### src/rtl/rv_pkg.sv
// Shared RV64 memory-access definitions: funct3 encodings, LSU states, fault codes
// and the decode checks the load/store unit applies at accept time.
package rv_pkg;

  localparam logic [6:0] OPC_LOAD  = 7'b0000011;
  localparam logic [6:0] OPC_STORE = 7'b0100011;

  typedef enum logic [2:0] {
    F3_LB  = 3'b000,
    F3_LH  = 3'b001,
    F3_LW  = 3'b010,
    F3_LD  = 3'b011,
    F3_LBU = 3'b100,
    F3_LHU = 3'b101,
    F3_LWU = 3'b110
  } load_f3_t;

  typedef enum logic [2:0] {
    F3_SB = 3'b000,
    F3_SH = 3'b001,
    F3_SW = 3'b010,
    F3_SD = 3'b011
  } store_f3_t;

  typedef enum logic [1:0] {
    IDLE,
    REQ,
    WAIT,
    DONE
  } lsu_state_t;

  localparam logic [1:0] FAULT_NONE     = 2'b00;
  localparam logic [1:0] FAULT_MISALIGN = 2'b01;
  localparam logic [1:0] FAULT_ILLEGAL  = 2'b10;
  localparam logic [1:0] FAULT_TIMEOUT  = 2'b11;

  // Both control flags together, load funct3 111 and any store funct3 1xx are illegal.
  function automatic logic is_illegal(input logic rd, input logic wr, input logic [2:0] f3);
    if (rd && wr) return 1'b1;
    if (rd) return f3 == 3'b111;
    return f3[2];
  endfunction

  function automatic logic is_misaligned(input logic [2:0] f3, input logic [2:0] off);
    case (f3[1:0])
      2'd1:    return off[0];
      2'd2:    return |off[1:0];
      2'd3:    return |off;
      default: return 1'b0;
    endcase
  endfunction

endpackage

### src/rtl/lsu_align.sv
// Byte-lane steering for the load/store unit: store byte enables and lane shift,
// load extract with sign or zero extension.
module lsu_align
  import rv_pkg::*;
(
  input  logic [2:0]  st_funct3,
  input  logic [2:0]  st_off,
  input  logic [63:0] st_data,
  output logic [7:0]  st_be,
  output logic [63:0] st_lane,
  input  logic [2:0]  ld_funct3,
  input  logic [2:0]  ld_off,
  input  logic [63:0] ld_raw,
  output logic [63:0] ld_data
);

  logic [7:0]  st_mask;
  logic [63:0] ld_shift;
  logic        ld_sign;

  always_comb begin
    // NOTE: default assigned before the case so no path leaves st_mask unassigned (no latch).
    st_mask = 8'h01;
    case (store_f3_t'({1'b0, st_funct3[1:0]}))
      F3_SH:   st_mask = 8'h03;
      F3_SW:   st_mask = 8'h0F;
      F3_SD:   st_mask = 8'hFF;
      default: st_mask = 8'h01;
    endcase
  end

  assign st_be    = st_mask << st_off;
  assign st_lane  = st_data << {st_off, 3'b000};
  assign ld_shift = ld_raw >> {ld_off, 3'b000};
  assign ld_sign  = ~ld_funct3[2];

  always_comb begin
    ld_data = ld_shift;
    case (load_f3_t'({1'b0, ld_funct3[1:0]}))
      F3_LB:   ld_data = {{56{ld_sign & ld_shift[7]}}, ld_shift[7:0]};
      F3_LH:   ld_data = {{48{ld_sign & ld_shift[15]}}, ld_shift[15:0]};
      F3_LW:   ld_data = {{32{ld_sign & ld_shift[31]}}, ld_shift[31:0]};
      default: ld_data = ld_shift;
    endcase
  end

endmodule

### src/rtl/load_store_unit.sv
// RV64 memory-stage load/store unit: one operation at a time over a req/gnt/rvalid
// data bus, returning extended load data or a fault code to writeback.
module load_store_unit
  import rv_pkg::*;
#(
  parameter int ADDR_W  = 32,
  parameter int TIMEOUT = 255
) (
  input  logic              clk,
  input  logic              rst_n,
  input  logic              in_valid,
  output logic              in_ready,
  input  logic              in_mem_read,
  input  logic              in_mem_write,
  input  logic              in_mem_to_reg,
  input  logic [2:0]        in_funct3,
  input  logic [ADDR_W-1:0] in_addr,
  input  logic [63:0]       in_wdata,
  input  logic [4:0]        in_rd,
  output logic              mem_req,
  output logic              mem_we,
  output logic [ADDR_W-1:0] mem_addr,
  output logic [7:0]        mem_be,
  output logic [63:0]       mem_wdata,
  input  logic              mem_gnt,
  input  logic              mem_rvalid,
  input  logic [63:0]       mem_rdata,
  output logic              wb_valid,
  output logic [63:0]       wb_data,
  output logic [4:0]        wb_rd,
  output logic              wb_we,
  output logic [1:0]        wb_fault,
  output logic              busy
);

  localparam int CNT_W = (TIMEOUT > 1) ? $clog2(TIMEOUT) : 1;
  localparam logic [CNT_W-1:0] CNT_LAST = (TIMEOUT > 0) ? CNT_W'(TIMEOUT - 1) : '0;

  lsu_state_t       state;
  logic [CNT_W-1:0] cnt;
  logic             op_load;
  logic             op_to_reg;
  logic [4:0]       op_rd;
  logic [2:0]       op_f3;
  logic [2:0]       op_off;

  logic             accept;
  logic             bad_op;
  logic             bad_align;
  logic [7:0]       st_be;
  logic [63:0]      st_lane;
  logic [63:0]      ld_data;

  assign accept    = in_valid && (state == IDLE) && (in_mem_read || in_mem_write);
  assign bad_op    = is_illegal(in_mem_read, in_mem_write, in_funct3);
  assign bad_align = is_misaligned(in_funct3, in_addr[2:0]);
  assign in_ready  = (state == IDLE);
  assign busy      = ~in_ready;

  // Store steering uses the incoming operation; load extraction uses the latched one.
  lsu_align u_align (
    .st_funct3 (in_funct3),
    .st_off    (in_addr[2:0]),
    .st_data   (in_wdata),
    .st_be     (st_be),
    .st_lane   (st_lane),
    .ld_funct3 (op_f3),
    .ld_off    (op_off),
    .ld_raw    (mem_rdata),
    .ld_data   (ld_data)
  );

  // NOTE: sequential state uses non-blocking assignments so every branch reads pre-edge values.
  always_ff @(posedge clk or negedge rst_n) begin
    if (!rst_n) begin
      state     <= IDLE;
      cnt       <= '0;
      op_load   <= 1'b0;
      op_to_reg <= 1'b0;
      op_rd     <= '0;
      op_f3     <= '0;
      op_off    <= '0;
      mem_req   <= 1'b0;
      mem_we    <= 1'b0;
      mem_addr  <= '0;
      mem_be    <= '0;
      mem_wdata <= '0;
      wb_valid  <= 1'b0;
      wb_data   <= '0;
      wb_rd     <= '0;
      wb_we     <= 1'b0;
      wb_fault  <= FAULT_NONE;
    end else begin
      case (state)
        IDLE: begin
          if (accept) begin
            op_load   <= in_mem_read;
            op_to_reg <= in_mem_to_reg;
            op_rd     <= in_rd;
            op_f3     <= in_funct3;
            op_off    <= in_addr[2:0];
            mem_we    <= in_mem_write;
            mem_addr  <= {in_addr[ADDR_W-1:3], 3'b000};
            mem_be    <= st_be;
            mem_wdata <= st_lane;
            if (bad_op || bad_align) begin
              state    <= DONE;
              wb_valid <= 1'b1;
              wb_data  <= '0;
              wb_we    <= 1'b0;
              wb_rd    <= in_rd;
              wb_fault <= bad_op ? FAULT_ILLEGAL : FAULT_MISALIGN;
            end else begin
              state   <= REQ;
              mem_req <= 1'b1;
            end
          end
        end
        REQ: begin
          if (mem_gnt) begin
            state   <= WAIT;
            mem_req <= 1'b0;
            cnt     <= '0;
          end
        end
        WAIT: begin
          // A response in the final counted cycle still beats the timeout.
          if (mem_rvalid) begin
            state    <= DONE;
            wb_valid <= 1'b1;
            wb_data  <= op_load ? ld_data : 64'd0;
            wb_we    <= op_to_reg;
            wb_rd    <= op_rd;
            wb_fault <= FAULT_NONE;
          end else if (TIMEOUT != 0 && cnt == CNT_LAST) begin
            state    <= DONE;
            wb_valid <= 1'b1;
            wb_data  <= '0;
            wb_we    <= 1'b0;
            wb_rd    <= op_rd;
            wb_fault <= FAULT_TIMEOUT;
          end else if (TIMEOUT != 0) begin
            cnt <= cnt + 1'b1;
          end
        end
        DONE: begin
          wb_valid <= 1'b0;
          state    <= IDLE;
        end
        default: state <= IDLE;
      endcase
    end
  end

endmodule

### config.mk
export PLATFORM = sky130hd
export DESIGN_NAME = load_store_unit
export DESIGN_NICKNAME = d
export VERILOG_FILES = /design/src/rtl/rv_pkg.sv /design/src/rtl/lsu_align.sv /design/src/rtl/load_store_unit.sv
export SDC_FILE = /design/constraint.sdc
export NUM_CORES = 1
export LEC_CHECK = 0
export BUFFER_PORTS_ARGS = -buffer_cell sky130_fd_sc_hd__buf_2
export CORE_ASPECT_RATIO = 1.75
export CORE_UTILIZATION = 55
export DETAILED_ROUTE_END_ITERATION = 8
export PLACE_DENSITY = 0.92
export SLEW_MARGIN = 15
export SYNTH_ARGS = -nofsm -noshare
export SYNTH_HDL_FRONTEND = slang
export SYNTH_SLANG_ARGS = --single-unit
### constraint.sdc
create_clock -name clk -period 4.4 [get_ports clk]
set_clock_uncertainty 0.05 [all_clocks]
set_input_delay 0.66 -clock clk [delete_from_list [all_inputs] [get_ports clk]]
set_output_delay 0.66 -clock clk [all_outputs]
set_load 0.02 [all_outputs]
== Word-level counts from Yosys, hierarchy flattened ==
Index checks and enable logic that the tools add are counted.
Widths: inputs -> output; s select.

* Add/sub/neg operators: 1
* Multiply operators: 0
* Divide/modulo/power cells: 0
* $lt $le $gt $ge: 0
* Eq/ne operators: 17
* Shift operators: 3
* Multiplexer cells: 50
* Bitwise logic cells: 5
* Reductions and logical operators: 19

{| class="wikitable"
|+ Operator list
! operator !! number
|-
| $mux 64 || 5
|-
| $pmux 64 s3 || 1
|-
| $pmux 64 s2 || 1
|-
| $shl 64x6->64 || 1
|-
| $shr 64x6->64 || 1
|-
| $mux 8 || 3
|-
| $pmux 8 s3 || 1
|-
| $mux 5 || 4
|-
| $mux 1 || 18
|-
| $mux 2 || 9
|-
| $pmux 8 s2 || 1
|-
| $reduce_and 4->1 || 4
|-
| $eq 2x2->1 const B || 5
|-
| $pmux 5 s2 || 1
|-
| $add 8x1->8 const B || 1
|-
| $eq 8x8->1 const B || 1
|-
| $ne 2x2->1 const B || 4
|-
| $pmux 2 s4 || 1
|-
| $shl 8x3->8 || 1
|-
| $eq 2x1->1 const B || 3
|-
| $pmux 1 s3 || 2
|-
| $reduce_bool 2->1 || 3
|-
| $logic_not 2->1 || 2
|-
| $ne 2x1->1 const B || 2
|-
| 13 further kinds || 20
|}

* Flip-flop bits (word level): 199
* Bits in latches: 0
* Bits in writable memories: 0
* Bits in read-only memories: 0
* Bits of input ports: 176
* Output and inout bits: 181
* Logic and storage cells: 112
* Memories: 0

== Longest topological paths before layout ==
* Word-level depth: 9
* Gate-level depth with buffers: 11
* Mapped depth without buffers: 7

== Modules after synthesis ==
A second synthesis with hierarchy kept.

* Cell total of the unflattened synthesis: 1140
* Area total of the unflattened synthesis: 12380.6 um^2

{| class="wikitable"
|+ By module, submodules not included
! module !! times used !! cells an instance !! area each (um^2) !! sequential area each (um^2)
|-
| load_store_unit || 1 || 635 || 8265.4 || 4979.8
|-
| lsu_align || 1 || 505 || 4115.2 || 0.0
|}

== Least setup slack after synthesis ==
Ideal clock, no wire load.

* Path type: input to register
* From: input in_addr[0]
* To: register wb_rd[0]
* Setup time: 125 ps
* Data arrival time: 2350 ps
* Required time: 4225 ps
* Path slack: 1875 ps
* Stages: 8
* Buffers on the path: 3
* Cells stage by stage: clkbuf_1 -> o21ai_0 -> o21ai_0 -> o21ai_0 -> a21o_1 -> buf_2 -> buf_2 -> mux2_2

* Longest elaborated chain between the ends: 5
* Elaborated cells on any way between the ends: 6
* Those cells by class: eq/ne (1); mux (1); reduce/logical (4)

{| class="wikitable"
|+ RTL lines
! what !! RTL line !! source
|-
| from (decl) || load_store_unit.sv:17 || <nowiki>input logic [ADDR_W-1:0] in_addr,</nowiki>
|-
| $reduce_or 3->1 or $reduce_or 2->1 (tied branches) || rv_pkg.sv:48, rv_pkg.sv:47 ||
|-
| $pmux 1 s3 (*) || rv_pkg.sv:45 || <nowiki>case (f3[1:0])</nowiki>
|-
| $logic_or 1x1->1 (*) || load_store_unit.sv:106 || <nowiki>if (bad_op || bad_align) begin</nowiki>
|-
| $ne 2x1->1 (no source line) (*) || -- ||
|-
| $reduce_and 4->1 (no source line) (*) || -- ||
|-
| to (signal assigned) || load_store_unit.sv:111 || <nowiki>wb_rd <= in_rd;</nowiki>
|-
| to (signal assigned) || load_store_unit.sv:133 || <nowiki>wb_rd <= op_rd;</nowiki>
|-
| to (signal assigned) || load_store_unit.sv:140 || <nowiki>wb_rd <= op_rd;</nowiki>
|-
| to (decl) || load_store_unit.sv:30 || <nowiki>output logic [4:0] wb_rd,</nowiki>
|}

Mark *: on every way between the ends. The rest lies on a longest branch, timed or not.
A chain may end at the register's enable or synchronous reset.

== Worst setup path after layout ==
* From: register op_off[0]
* To: register wb_data[47]

* Longest elaborated chain between the ends: 6
* Elaborated cells on any way between the ends: 8
* Those cells by class: shift (1); mux (4); bitwise (3)

{| class="wikitable"
|+ RTL lines
! what !! RTL line !! source
|-
| from (decl) || load_store_unit.sv:45 || <nowiki>logic [2:0] op_off;</nowiki>
|-
| from (signal assigned) || load_store_unit.sv:101 || <nowiki>op_off <= in_addr[2:0];</nowiki>
|-
| $shr 64x6->64 (*) || lsu_align.sv:34 || <nowiki>assign ld_shift = ld_raw >> {ld_off, 3'b000};</nowiki>
|-
| $and 1x1->1 (on tied branches) || lsu_align.sv:42, lsu_align.sv:40, lsu_align.sv:41 ||
|-
| $pmux 64 s3 (*) || lsu_align.sv:39 || <nowiki>case (load_f3_t'({1'b0, ld_funct3[1:0]}))</nowiki>
|-
| $mux 64 (*) || load_store_unit.sv:131 || <nowiki>wb_data <= op_load ? ld_data : 64'd0;</nowiki>
|-
| $mux 64 (*) || load_store_unit.sv:128 || <nowiki>if (mem_rvalid) begin</nowiki>
|-
| $pmux 64 s2 (*) || load_store_unit.sv:94 || <nowiki>case (state)</nowiki>
|-
| to (signal assigned) || load_store_unit.sv:131 ||
|-
| to (decl) || load_store_unit.sv:29 || <nowiki>output logic [63:0] wb_data,</nowiki>
|}

Marked as above.

==> results.md <==
* Iter 0 DRT Violations at 886
* Fin area at 13700 um2
* Port Buffers at 353
* CTS buffer count at 17
* Final Max Slew Viols at 0
* Power Dens Cells at around 720 nW/um2
* Yosys top cell area share at 0.438
* Core box area at 20300 um2
* H-tree depth at 4
* TritonCTS clock tree: built
* RSZ-0062 raised after global routing: no
* CP Data Arrival Time at 3720 ps
* Final layout net count at 1614
* Vias in the first global route at 10.3k
* Total number of vias at 10.6k
* Reg area at 4980 um2
* Share of layout cells above drive strength 1 at 0.335
* Main flop type after synthesis: dfrtp_1
* Max clock buf depth at 2
* Post-CTS sizing at 0
* Final core occ at 0.677
* Post-route minimum period at 3380 ps
* Endpoints failing setup at 0
* Synth cell types at 50
* Power Total at 9.95 mW
* Worst VDD drop at between 0.0005 and 0.0006 V
* Number of synthesized flops with an enable pin at 0
* Root buffer cell: clkbuf_16
* Worst-margin pin slew at 1140 ps
* Gate Count Post-Synth at 1151
* Setup_tns at 0 ps
* Filler cells at 1558
* CTS Hold Bufs at 0
* Crit path buf inv count at 0
* # rows at 69
* First-pass GRT wire length at 57700 um
* CP Cell Sequence: mux4_2, or4b_1, o2111ai_4, a32o_1
* Post-DR wirelength/cell at ~23 um
* Synth area leaders: dfrtp_1 44%, mux2i_1 7.3%, nand2_1 6.9%
* RR Endpoint: wb_data[47]
* Die Wd at approximately 110 um
* Lkg Pwr at 6.92 nW
* Initial Util at 0.560
* Reg2Reg Depth at 4
* Worst hold slack at roughly 270 ps
* Reg-to-Reg Start: op_off[0]
* Sink Count at 199
* Synth area leader: dfrtp_1
* Delay-heaviest family, CP: flip-flops
* Relative slew slack at 0.240
* Top-count cell post-synth: nand2_1
* Synthesis-stage register bit count at 199
* Chip height at approximately 190 um
* Multi-input gate area at 5870 um2
* Ys Warns at 0
* Clock-pin slew on the worst setup and hold paths at 80 ps
* Max incr delay on CP at 1100 ps
* Sequential-to-total area share from yosys stat at 0.438
* Critical Path Source Type: register
* DP Wirelength at between 20000 and 30000 um
* Status: completed
* Total grt overflow at 0
* Detailed Routing Iterations Pass 1 at 6
* Syn_area_per_cell at about 9.9 um2
* Area Growth Syn to Fin at 20.8%
* Initial antenna violation count at 1
* Async SR Flop Fraction at 1.00
* Worst R2R Setup Slack at 1020 ps
* GRT Overall Usage at 0.360
* Worst path required time at 4740 ps
* Postcts setup bufs at 0
* Area after DPL at 13100 um2
* Biggest regs: mem_wdata x64, wb_data x64, mem_addr x29
* Final wirelength at 38400 um
* Final Hold Fails at 0
* DIE AREA at ~21000 um2
* Fmax achieved at 296 MHz
* Critical Path End Type: register
* Final Cycle Share at 0.768
* Boundary pin count at 357
* Top cells by count, synth: 210 x nand2_1, 199 x dfrtp_1, 104 x o21ai_0
* Crit path max-delay cell type: dfrtp_4
* Worst setup path category: register to register
* Worst-Skew Late Latency at between 400 and 500 ps
* Via-to-Cell Ratio at 6.24
* Hold Crit Class: input pin to asynchronous set/reset pin
* Netlist area before placement at 11400 um2
* Largest net degree at the start of global routing at 153
* Final ANT Viol Nets at 0
* Remaining DRCs at 0
* Max-Cap Viols at 0
* Crit Path Max Fanout at 67
* Final Wtd Congestion at 1.01
per-layer routing:
| metal | GRT usage | vias up | routed length (um) |
|---|---|---|---|
| met2 | 0.642 | 572 | 20000 |
| met1 | 0.363 | 5084 | 12600 |
| met5 | 0 | - | 0 |
| li1 | - | 4742 | - |
| met4 | 0.304 | 0 | 3510 |
| met3 | 0.0666 | 178 | 2300 |
layout by cell type (no fill, tap or decap), types with 6 or more instances in the layout:
| cell type | instances |
|---|---|
| mux4_2 | 30 |
| and3_1 | 6 |
| ha_1 | 6 |
| nand2b_1 | 11 |
| o22a_1 | 9 |
| mux2_2 | 45 |
| a211oi_1 | 35 |
| o22ai_1 | 7 |
| a22o_1 | 49 |
| a21o_1 | 6 |
| nor2b_1 | 20 |
| a21oi_1 | 40 |
| mux2i_1 | 83 |
| clkbuf_16 | 17 |
| nor2_1 | 52 |
| buf_4 | 13 |
| dfrtp_1 | 197 |
| nand2_1 | 210 |
| o2bb2ai_1 | 19 |
| a32o_1 | 32 |
| inv_1 | 16 |
| o21ai_0 | 104 |
| o211ai_1 | 6 |
| buf_2 | 352 |
| nand3_1 | 14 |
logic make-up (layout without fill, tap and decap cells):
group / Yosys count / after routing / synth area share
AND/OR/NAND/NOR: 331 / 331 / 0.124
AO/OA/AOI/OAI: 325 / 325 / 0.201
flip-flops: 199 / 199 / 0.438
multiplexers: 159 / 159 / 0.179
buffers and inverters: 125 / 416 / 0.0476
adder cells (fa/ha/maj): 6 / 6 / 0.00660
XOR/XNOR: 5 / 5 / 0.00385
other: 1 / 5 / 0.000330
layout make-up:
class / count / area share
flip-flops and latches: 199 / 0.363
clock inverters: 12 / 0.0101
diodes: 2 / 0.000364
well taps: 248 / 0.0226
repair buffers: 368 / 0.139
clock buffers: 19 / 0.0330
multi-input cells: 829 / 0.427
inverters: 17 / 0.00464
through the flow:
stage / std cells / setup slack, ps
3_5_place_dp: 1661 / 1070
4_1_cts: 1692 / 1050
2_1_floorplan: 1153 / 1880
3_3_place_gp: 1661 / 1150
5_1_grt: 1692 / 884
6_report: 1694 / 1020
how the worst max path moves through the flow:
stage | start | endpoint | slack (ps) | cells after the start
after floorplan | in_addr[0] | wb_rd[0] | 1880 | 8
after global placement | op_off[0] | wb_data[33] | 1150 | 4
after detailed placement | in_addr[0] | wb_data[9] | 1070 | 7
after CTS | op_off[0] | wb_data[62] | 1050 | 4
after global routing | op_off[0] | wb_data[40] | 880 | 4
final | op_off[0] | wb_data[47] | 1020 | 4
power by group:
part	total, mW	internal, mW	switching (mW)	leakage, nW
Sequential	3.29	2.63	0.656	2.60
Clock	1.59	0.829	0.757	0.288
Combinational	5.08	1.92	3.16	4.03
Total	9.95	5.38	4.57	6.92
Power figures use the tool's default switching activity.
